[config.mk]
export PLATFORM = sky130hd
export DESIGN_NAME = async_fifo
export DESIGN_NICKNAME = d
export VERILOG_FILES = /design/src/rtl/async_fifo_pkg.sv /design/src/rtl/async_fifo_sync.sv /design/src/rtl/async_fifo.sv
export SDC_FILE = /design/constraint.sdc
export NUM_CORES = 1
export LEC_CHECK = 0
export ABC_CLOCK_PERIOD_IN_PS = 4760
export CORE_UTILIZATION = 45
export CTS_CLUSTER_DIAMETER = 200
export DETAILED_ROUTE_END_ITERATION = 6
export HOLD_SLACK_MARGIN = 0.08
export PLACE_DENSITY_LB_ADDON = 0.1
export SYNTH_ARGS = -nofsm -noshare
export SYNTH_HDL_FRONTEND = slang
export SYNTH_SLANG_ARGS = --single-unit
[constraint.sdc]
create_clock -name clk -period 4.76 [get_ports clk]
set_input_delay 0.476 -clock clk [delete_from_list [all_inputs] [get_ports clk]]
set_output_delay 0.476 -clock clk [all_outputs]
set_load 0.05 [all_outputs]
[src/rtl/async_fifo_pkg.sv]
// async_fifo_pkg
//   Default geometry of the FIFO and the binary-to-Gray helper shared by
//   the pointer logic.
package async_fifo_pkg;

    localparam int DATA_WIDTH  = 32;
    localparam int ADDR_WIDTH  = 4;
    localparam int SYNC_STAGES = 2;

    // Pointers carry one extra wrap bit beyond the address.
    function automatic logic [ADDR_WIDTH:0] bin2gray(input logic [ADDR_WIDTH:0] b);
        return b ^ (b >> 1);
    endfunction

endpackage

[src/rtl/async_fifo_sync.sv]
// async_fifo_sync
//   STAGES-deep flop chain carrying a Gray pointer to the opposite side.
//   Ports:
//     clk  - clock
//     rst  - synchronous active-high reset, clears every stage
//     i_d  - pointer in
//     o_q  - pointer out, STAGES edges later
module async_fifo_sync #(
    parameter int WIDTH  = 5,
    parameter int STAGES = 2
) (
    input  logic             clk,
    input  logic             rst,
    input  logic [WIDTH-1:0] i_d,
    output logic [WIDTH-1:0] o_q
);

    logic [STAGES-1:0][WIDTH-1:0] r_chain;

    always_ff @(posedge clk) begin
        if (rst) begin
            r_chain <= '0;
        end else begin
            r_chain[0] <= i_d;
            for (int i = 1; i < STAGES; i++) r_chain[i] <= r_chain[i-1];
        end
    end

    assign o_q = r_chain[STAGES-1];

endmodule

[src/rtl/async_fifo.sv]
// async_fifo
//   Single-clock FIFO built with the Gray-pointer/synchronizer structure of
//   a dual-clock FIFO, so it can be split into two domains later. Flags are
//   pessimistic: they assert immediately on the local side and release only
//   after the other side's pointer has crossed the synchronizer.
//   Ports:
//     clk    - clock, rising edge
//     rst    - synchronous active-high reset
//     winc   - write request, accepted when !wfull
//     wdata  - write data
//     wfull  - full flag
//     rinc   - read request, accepted when !rempty
//     rempty - empty flag
//     rdata  - head-of-FIFO word, first-word fall-through
module async_fifo
    import async_fifo_pkg::*;
#(
    parameter int DW = DATA_WIDTH,
    parameter int AW = ADDR_WIDTH,
    parameter int SS = SYNC_STAGES
) (
    input  logic          clk,
    input  logic          rst,
    input  logic          winc,
    input  logic [DW-1:0] wdata,
    output logic          wfull,
    input  logic          rinc,
    output logic          rempty,
    output logic [DW-1:0] rdata
);

    localparam int DEPTH = 1 << AW;

    logic [DW-1:0] r_mem [0:DEPTH-1];

    logic [AW:0] r_wbin, r_wgray, r_rbin, r_rgray;
    logic [AW:0] w_wbin_next, w_wgray_next, w_rbin_next, w_rgray_next;
    logic [AW:0] w_rq_wgray, w_wq_rgray, w_full_cmp;
    logic        r_wfull, r_rempty;
    logic        w_wen, w_ren;

    assign w_wen = winc & ~r_wfull;
    assign w_ren = rinc & ~r_rempty;

    assign w_wbin_next  = r_wbin + {{AW{1'b0}}, w_wen};
    assign w_rbin_next  = r_rbin + {{AW{1'b0}}, w_ren};
    assign w_wgray_next = bin2gray(w_wbin_next);
    assign w_rgray_next = bin2gray(w_rbin_next);

    // In Gray code "full" means the write pointer is one lap ahead: the two
    // MSBs differ from the read pointer and the rest match.
    assign w_full_cmp = {~w_wq_rgray[AW:AW-1], w_wq_rgray[AW-2:0]};

    async_fifo_sync #(.WIDTH(AW+1), .STAGES(SS)) u_sync_w2r (
        .clk (clk),
        .rst (rst),
        .i_d (r_wgray),
        .o_q (w_rq_wgray)
    );

    async_fifo_sync #(.WIDTH(AW+1), .STAGES(SS)) u_sync_r2w (
        .clk (clk),
        .rst (rst),
        .i_d (r_rgray),
        .o_q (w_wq_rgray)
    );

    always_ff @(posedge clk) begin
        if (rst) begin
            r_wbin   <= '0;
            r_wgray  <= '0;
            r_rbin   <= '0;
            r_rgray  <= '0;
            r_wfull  <= 1'b0;
            r_rempty <= 1'b1;
        end else begin
            r_wbin   <= w_wbin_next;
            r_wgray  <= w_wgray_next;
            r_rbin   <= w_rbin_next;
            r_rgray  <= w_rgray_next;
            r_wfull  <= (w_wgray_next == w_full_cmp);
            r_rempty <= (w_rgray_next == w_rq_wgray);
        end
    end

    // Storage is not reset; nothing is visible until rempty drops.
    always_ff @(posedge clk) begin
        if (w_wen && !rst) r_mem[r_wbin[AW-1:0]] <= wdata;
    end

    assign rdata  = r_mem[r_rbin[AW-1:0]];
    assign wfull  = r_wfull;
    assign rempty = r_rempty;

endmodule

==> results of run 1 <==
-- cell families (layout without fill, tap and decap cells) --
family                   count (synthesis)  after routing
flip-flops                             552            552
multiplexers                           161            161
AND/OR/NAND/NOR                         94             94
buffers and inverters                   43            202
XOR/XNOR                                20             20
AO/OA/AOI/OAI                            9              9
adder cells (fa/ha/maj)                  4              4
other                                    0              1
-- stage by stage --
step           hold WS, ns  std cells  utilization, %
2_1_floorplan        0.414        883               -
3_3_place_gp         0.419       1537            49.5
3_5_place_dp         0.421       1537            49.5
4_1_cts              0.436       1642            53.3
5_1_grt              0.451       1642            53.3
6_report             0.435       1643            53.4
-- layer usage --
layer | routed length [um] | share of wire (%) | up-vias
li1 | - | - | 3978
met1 | 19800 | 45 | 4923
met2 | 21200 | 48 | 195
met3 | 1900 | 4.4 | 67
met4 | 814 | 1.9 | 0
met5 | 0 | 0 | -
-- cell type report --
type	instances	area, sq um
timing repair buffer	97	1030
multi-input combinational	288	4640
fill	3539	21300
clock buffer	70	1480
antenna	1	2.50
clock inverter	35	282
sequential	552	16200
tap	600	751
-- worst max path at each step --
stage,startpoint,end,slack [ns],cells past startpoint
2_1_floorplan,wfull,r_mem[0][0],1.03,4
3_3_place_gp,r_rbin[0],rdata[14],1.31,4
3_5_place_dp,r_rbin[0],rdata[14],1.31,4
4_1_cts,r_rbin[0],rdata[14],0.64,4
5_1_grt,r_rbin[0],rdata[14],0.56,4
6_report,r_rbin[0],rdata[14],0.74,4
-- registers in the layout, indices dropped and copies added, names as in the netlist, 5 cells and up --
signal and cells:
r_mem 512, r_rbin 5, r_wbin 5, u_sync_r2w.o_q 5
u_sync_r2w.r_chain 5, u_sync_w2r.o_q 5, u_sync_w2r.r_chain 5
-- worst register-to-register path, cell delays in order (launching register included) --
cell and delay (ns):
dfxtp_4 0.60, buf_12 0.36, ha_1 0.30, ha_1 0.30
nand3_1 0.13, xor2_1 0.37, nand2b_1 0.16, mux2i_1 0.08
a21o_1 0.16
-- power breakdown --
group,internal (mW),switching [mW],total (mW)
Clock,2.41,1.79,4.20
Sequential,5.34,0.0166,5.35
Combinational,0.207,0.273,0.480
-- synth_stat cells (2+ instances only) --
library cell	n	area, sq um
xor2_1	8	70.1
nor3_1	9	45.0
and3b_1	2	17.5
buf_2	8	40.0
mux4_2	132	2970
buf_6	14	158
ha_1	4	50.1
nor2b_1	27	169
buf_1	6	22.5
o32ai_1	2	17.5
dfxtp_1	40	801
nand2_1	8	30.0
xnor2_1	10	87.6
and3_1	2	12.5
nand3_1	4	20.0
nor3b_1	4	30.0
mux4_1	28	736
a21oi_1	4	20.0
nand2b_1	8	50.1
edfxtp_1	512	15400
clkbuf_1	14	52.6
nor2_1	28	105
==> flow_metrics.tcl, run 1 <==
set metrics [dict create \
    syn_area_per_cell_sq_um 23.8 \
    grt.met1_usage_pct 27.5 \
    port_buffers 69 \
    cp-end-kind "output pin" \
    worst_slack_ns 0.737 \
    drc 0 \
    synth-simple-area-share_pct 2.38 \
    dieArea_sq_um 47500 \
    wl_per_cell_um 26.6 \
    initial_core_util_pct 46.0 \
    synthToLayoutAreaGrowth_pct 16.1 \
    clk_latency_ns 0.61 \
    met3_usage_pct 3.10 \
    pre_cts_slack_ns 1.31 \
    die_x_um 218 \
    cpMaxStageDelayCell "clkdlybuf4s50_1" \
    path_buf_inv 2 \
    crit_type "reg -> out" \
    period_minus_slack_ns 4.02 \
    setup_viol 0 \
    ctsResizeCount 0 \
    fin_tns_setup_ns 0 \
    synth_adder_area_share_pct 0.238 \
    fp.dieH_um 218 \
    post-cts-setup-buffers 0 \
    dp_hpwl_um 21900 \
    status "finished, final reports clean" \
    critPathRequiredTime_ns 4.28 \
    hp-start "r_rgray[0]" \
    cp-start-kind "register" \
    synth_area_sq_um 21000 \
    final_common_cell "edfxtp_1" \
    cts_made_buffers 57 \
    ys_ff_latch 552 \
    grt_max_degree 132 \
    holdPathEnd "u_sync_r2w.r_chain[0]" \
    critPathMaxStageDelay_ns 0.72 \
    drt_iter0_drc 847 \
    cts_tree "done" \
    gp_congestion 0.686 \
    layout_common_cells "edfxtp_1 (512), mux4_2 (132), clkdlybuf4s50_1 (69), clkbuf_16 (57), dfxtp_1 (36)" \
    cp_top_family "buffers and inverters" \
    synth_compound_area_share_pct 0.304 \
    ctsLongestPathBuffers 3 \
    yosysWarnings 0 \
    cp_max_fo 21 \
    synth_mux_area_share_pct 17.7 \
    rr_worst_depth 8 \
    top_usage_layer "met2" \
    p_leak_nw 7.45 \
    fin_nets 1036 \
    hold_class "reg -> reg" \
    hold_depth 1 \
    antenna_found_initial 1 \
    viasPerCell 5.58 \
    grt_pass1_vias 9845 \
    hold_viol_final 0 \
    rsz0062_at_grt "no" \
    cts_root_buf "clkbuf_16" \
    max_slew_margin_pct 34.2 \
    first_pass_iters 7 \
    yosysSeqAreaShare_pct 77.1 \
    async_flop_share_pct 0 \
    synth_top_family_by_area "multiplexers" \
    synthCells 883 \
    overflow 0 \
    rr_startpoint "r_rbin[0]" \
    crit_arrival_ns 3.55 \
    rows 78 \
    slew_violations 0 \
    skew_ns 0.0245 \
    layout-drive-gt1-share_pct 24.7 \
    synth-edff-count 512 \
    cts.clk_slew.worst_paths_ns 0.06 \
    synth-xor-area-share_pct 0.960 \
    fin_crit_sh_pct 84.5 \
    crit_path_cell_trace "buf_4 > mux4_1 > mux4_2 > clkdlybuf4s50_1" \
    grtUsageMet2_pct 30.3 \
    worst_r2r_endpoint "rempty" \
    grt_pass1_wl_um 64700 \
    postRouteWirelength_um 43700 \
    core_area_sq_um 45700 \
    dpl_cell_area_sq_um 22600 \
    synth-main-ff-cell "edfxtp_1" \
    r2r_slack_ns 2.19 \
    antenna_left 0 \
    syn-num-nets 923 \
    totalPowerFinal_mw 10.0 \
    io_pins 70 \
    fmax_ghz 0.249 \
    cts_sinks 552 \
    synth.distinct_cells 31 \
    htree_levels 2 \
    max_slew.worst_pin.slew_ns 0.987 \
    gr-usage-all-layers_pct 19.1 \
    vias 9163 \
    maxCapViolCount 0 \
    p_per_area_nw_per_um2 412 \
    hold_buffers 0 \
    peakVddDrop_v 0.000242 \
    fin_area_sq_um 24400 \
]
Power figures use the tool's default switching activity.
==> run 2, diff against run 1 <==
Settings changed: ABC_CLOCK_PERIOD_IN_PS 4760 to 3900.
Clock period 4.76 ns to 3.9 ns, I/O delays scaled along.
==> run 2 against run 1 <==
  * Global-route usage increased by 0.064 points
  * Critical path depth unchanged
  * Power increased by 20%
  * Combinational power increased by 24%
  * Routed wire length about the same
  * Clock skew decreased by 0.0022 ns
  * Sequential share of layout area decreased by 0.19 points
  * Clock-buffer cell count increased by 9
  * Highest routed layer is now met5
==> flow_metrics.tcl, run 2 (synthesized netlist as in run 1, its figures left out) <==
set metrics [dict create \
    endpoint "rdata[29]" \
    worst_slack_ns 0.286 \
    multi_input_area_sq_um 4640 \
    drc 0 \
    viasPerCell 5.61 \
    first_pass_iters 5 \
    vias 9234 \
    grt_max_degree 47 \
    crit_type "reg -> out" \
    gr-usage-all-layers_pct 19.1 \
    fin_tns_setup_ns 0 \
    peakVddDrop_v 0.000300 \
    dp_hpwl_um 23800 \
    overflow 0 \
    synthToLayoutAreaGrowth_pct 16.4 \
    fp.dieH_um 218 \
    initial_core_util_pct 46.0 \
    cp_max_fo 20 \
    cts.clk_slew.worst_paths_ns 0.06 \
    fmax_ghz 0.277 \
    seq_power_share_pct 54.0 \
    rr_startpoint "wfull" \
    ctsLongestPathBuffers 3 \
    ctsResizeCount 0 \
    largest_register_ffs 512 \
    power_switching_mw 2.49 \
    regArea_sq_um 16200 \
    cts_made_buffers 56 \
    antenna_found_initial 2 \
    p_clk_share_pct 41.1 \
    startpoint "r_rbin[0]" \
    rows 78 \
    drt_iter0_drc 921 \
    cts_sinks 552 \
    post-cts-setup-buffers 0 \
    port_buffers 69 \
    max_slew.worst_pin.slew_ns 0.736 \
    fin_crit_sh_pct 92.7 \
    p_int_mw 9.60 \
    io_pins 70 \
    r2r_slack_ns 1.53 \
    wl_per_cell_um 26.6 \
    gp_congestion 0.681 \
    postRouteWirelength_um 43700 \
    hold_buffers 0 \
    cts_tree "done" \
    cp-end-kind "output pin" \
    clk_latency_ns 0.61 \
    rr_worst_depth 5 \
    p_per_area_nw_per_um2 495 \
    cp-start-kind "register" \
    rsz0062_at_grt "no" \
    dieArea_sq_um 47500 \
    pre_cts_slack_ns 0.865 \
    die_x_um 218 \
    p_leak_nw 7.48 \
    maxCapViolCount 0 \
    instances_no_fill 1646 \
    grt_pass1_wl_um 65100 \
    antenna_left 0 \
    grt_pass1_vias 9809 \
    pwr-share-comb_pct 4.9 \
    core_area_sq_um 45700 \
    cts_root_buf "clkbuf_16" \
    period_minus_slack_ns 3.61 \
    setup_viol 0 \
    final_common_cell "edfxtp_1" \
    skew_ns 0.0224 \
    critPathRequiredTime_ns 3.51 \
    slew_violations 0 \
    hold_class "reg -> reg" \
    p_sw_share_pct 20.6 \
    dp.cells 1547 \
    status "finished, final reports clean" \
    fin_nets 1045 \
    layout_common_cells "edfxtp_1 (512), mux4_2 (132), clkdlybuf4s50_1 (69), clkbuf_16 (59), dfxtp_1 (36)" \
    max_slew_margin_pct 50.8 \
    layout-drive-gt1-share_pct 25.1 \
    worst_r2r_endpoint "r_mem[5][31]" \
    hold_viol_final 0 \
    fillers 3540 \
    htree_levels 2 \
    crit_arrival_ns 3.22 \
]
[run 2: cell count changes in the layout (fill, tap and decap cells not counted), sizes merged]
cell    delta
inv        -1
clkbuf     +9
clkinv    -12
bufinv     -3
buf       +10
[run 2: stage by stage]
stage	hold WS [ns]	power (mW)	utilization (%)	area, sq um
finish	0.430	12.1	53.5	24400
global route	0.455	12.5	53.5	24400
CTS	0.435	12.2	53.5	24400
detailed placement	0.422	7.26	49.8	22700
global placement	0.419	7.26	49.8	22700
floorplan	0.414	7.03	-	21000
[run 2: critical path: stages (launching register included)]
cell and delay [ns]:
dfxtp_4 0.39, buf_4 0.37, mux4_1 0.62, mux4_2 0.50, clkdlybuf4s50_1 0.72
[run 2: metal layers]
metal  routed length (um)  vias up  GRT usage, %
li1                     -     3999             -
met2                21800      202          31.4
met1                19200     4965          26.6
met3                 1990       66          3.60
met4                  764        2          4.69
met5                   11        -             0
[run 2: power groups by stage]
stage               Sequential (mW)  Clock (mW)  Combinational, mW
global placement               6.65           0              0.603
floorplan                      6.66           0              0.375
CTS                            6.53        5.09              0.609
global route                   6.53        5.30              0.637
finish                         6.53        4.97              0.595
detailed placement             6.66           0              0.608
[run 2: worst min path at each step]
stage,from,to,cells after the start
3_5_place_dp,r_wgray[2],u_sync_w2r.r_chain[2],1
5_1_grt,r_rgray[1],u_sync_r2w.r_chain[1],1
6_report,u_sync_w2r.r_chain[0],u_sync_w2r.o_q[0],1
3_3_place_gp,r_wgray[1],u_sync_w2r.r_chain[1],1
4_1_cts,u_sync_w2r.r_chain[0],u_sync_w2r.o_q[0],1
2_1_floorplan,u_sync_r2w.r_chain[0],u_sync_r2w.o_q[0],1
[run 2: final cells by class]
| class | instances | share of cell area [%] |
|---|---|---|
| antenna | 1 | 0.0102 |
| clock buffer | 79 | 6.39 |
| clock inverter | 19 | 0.517 |
| multi-input combinational | 288 | 19.0 |
| sequential | 552 | 66.2 |
| tap | 600 | 3.07 |
| timing repair buffer | 107 | 4.76 |
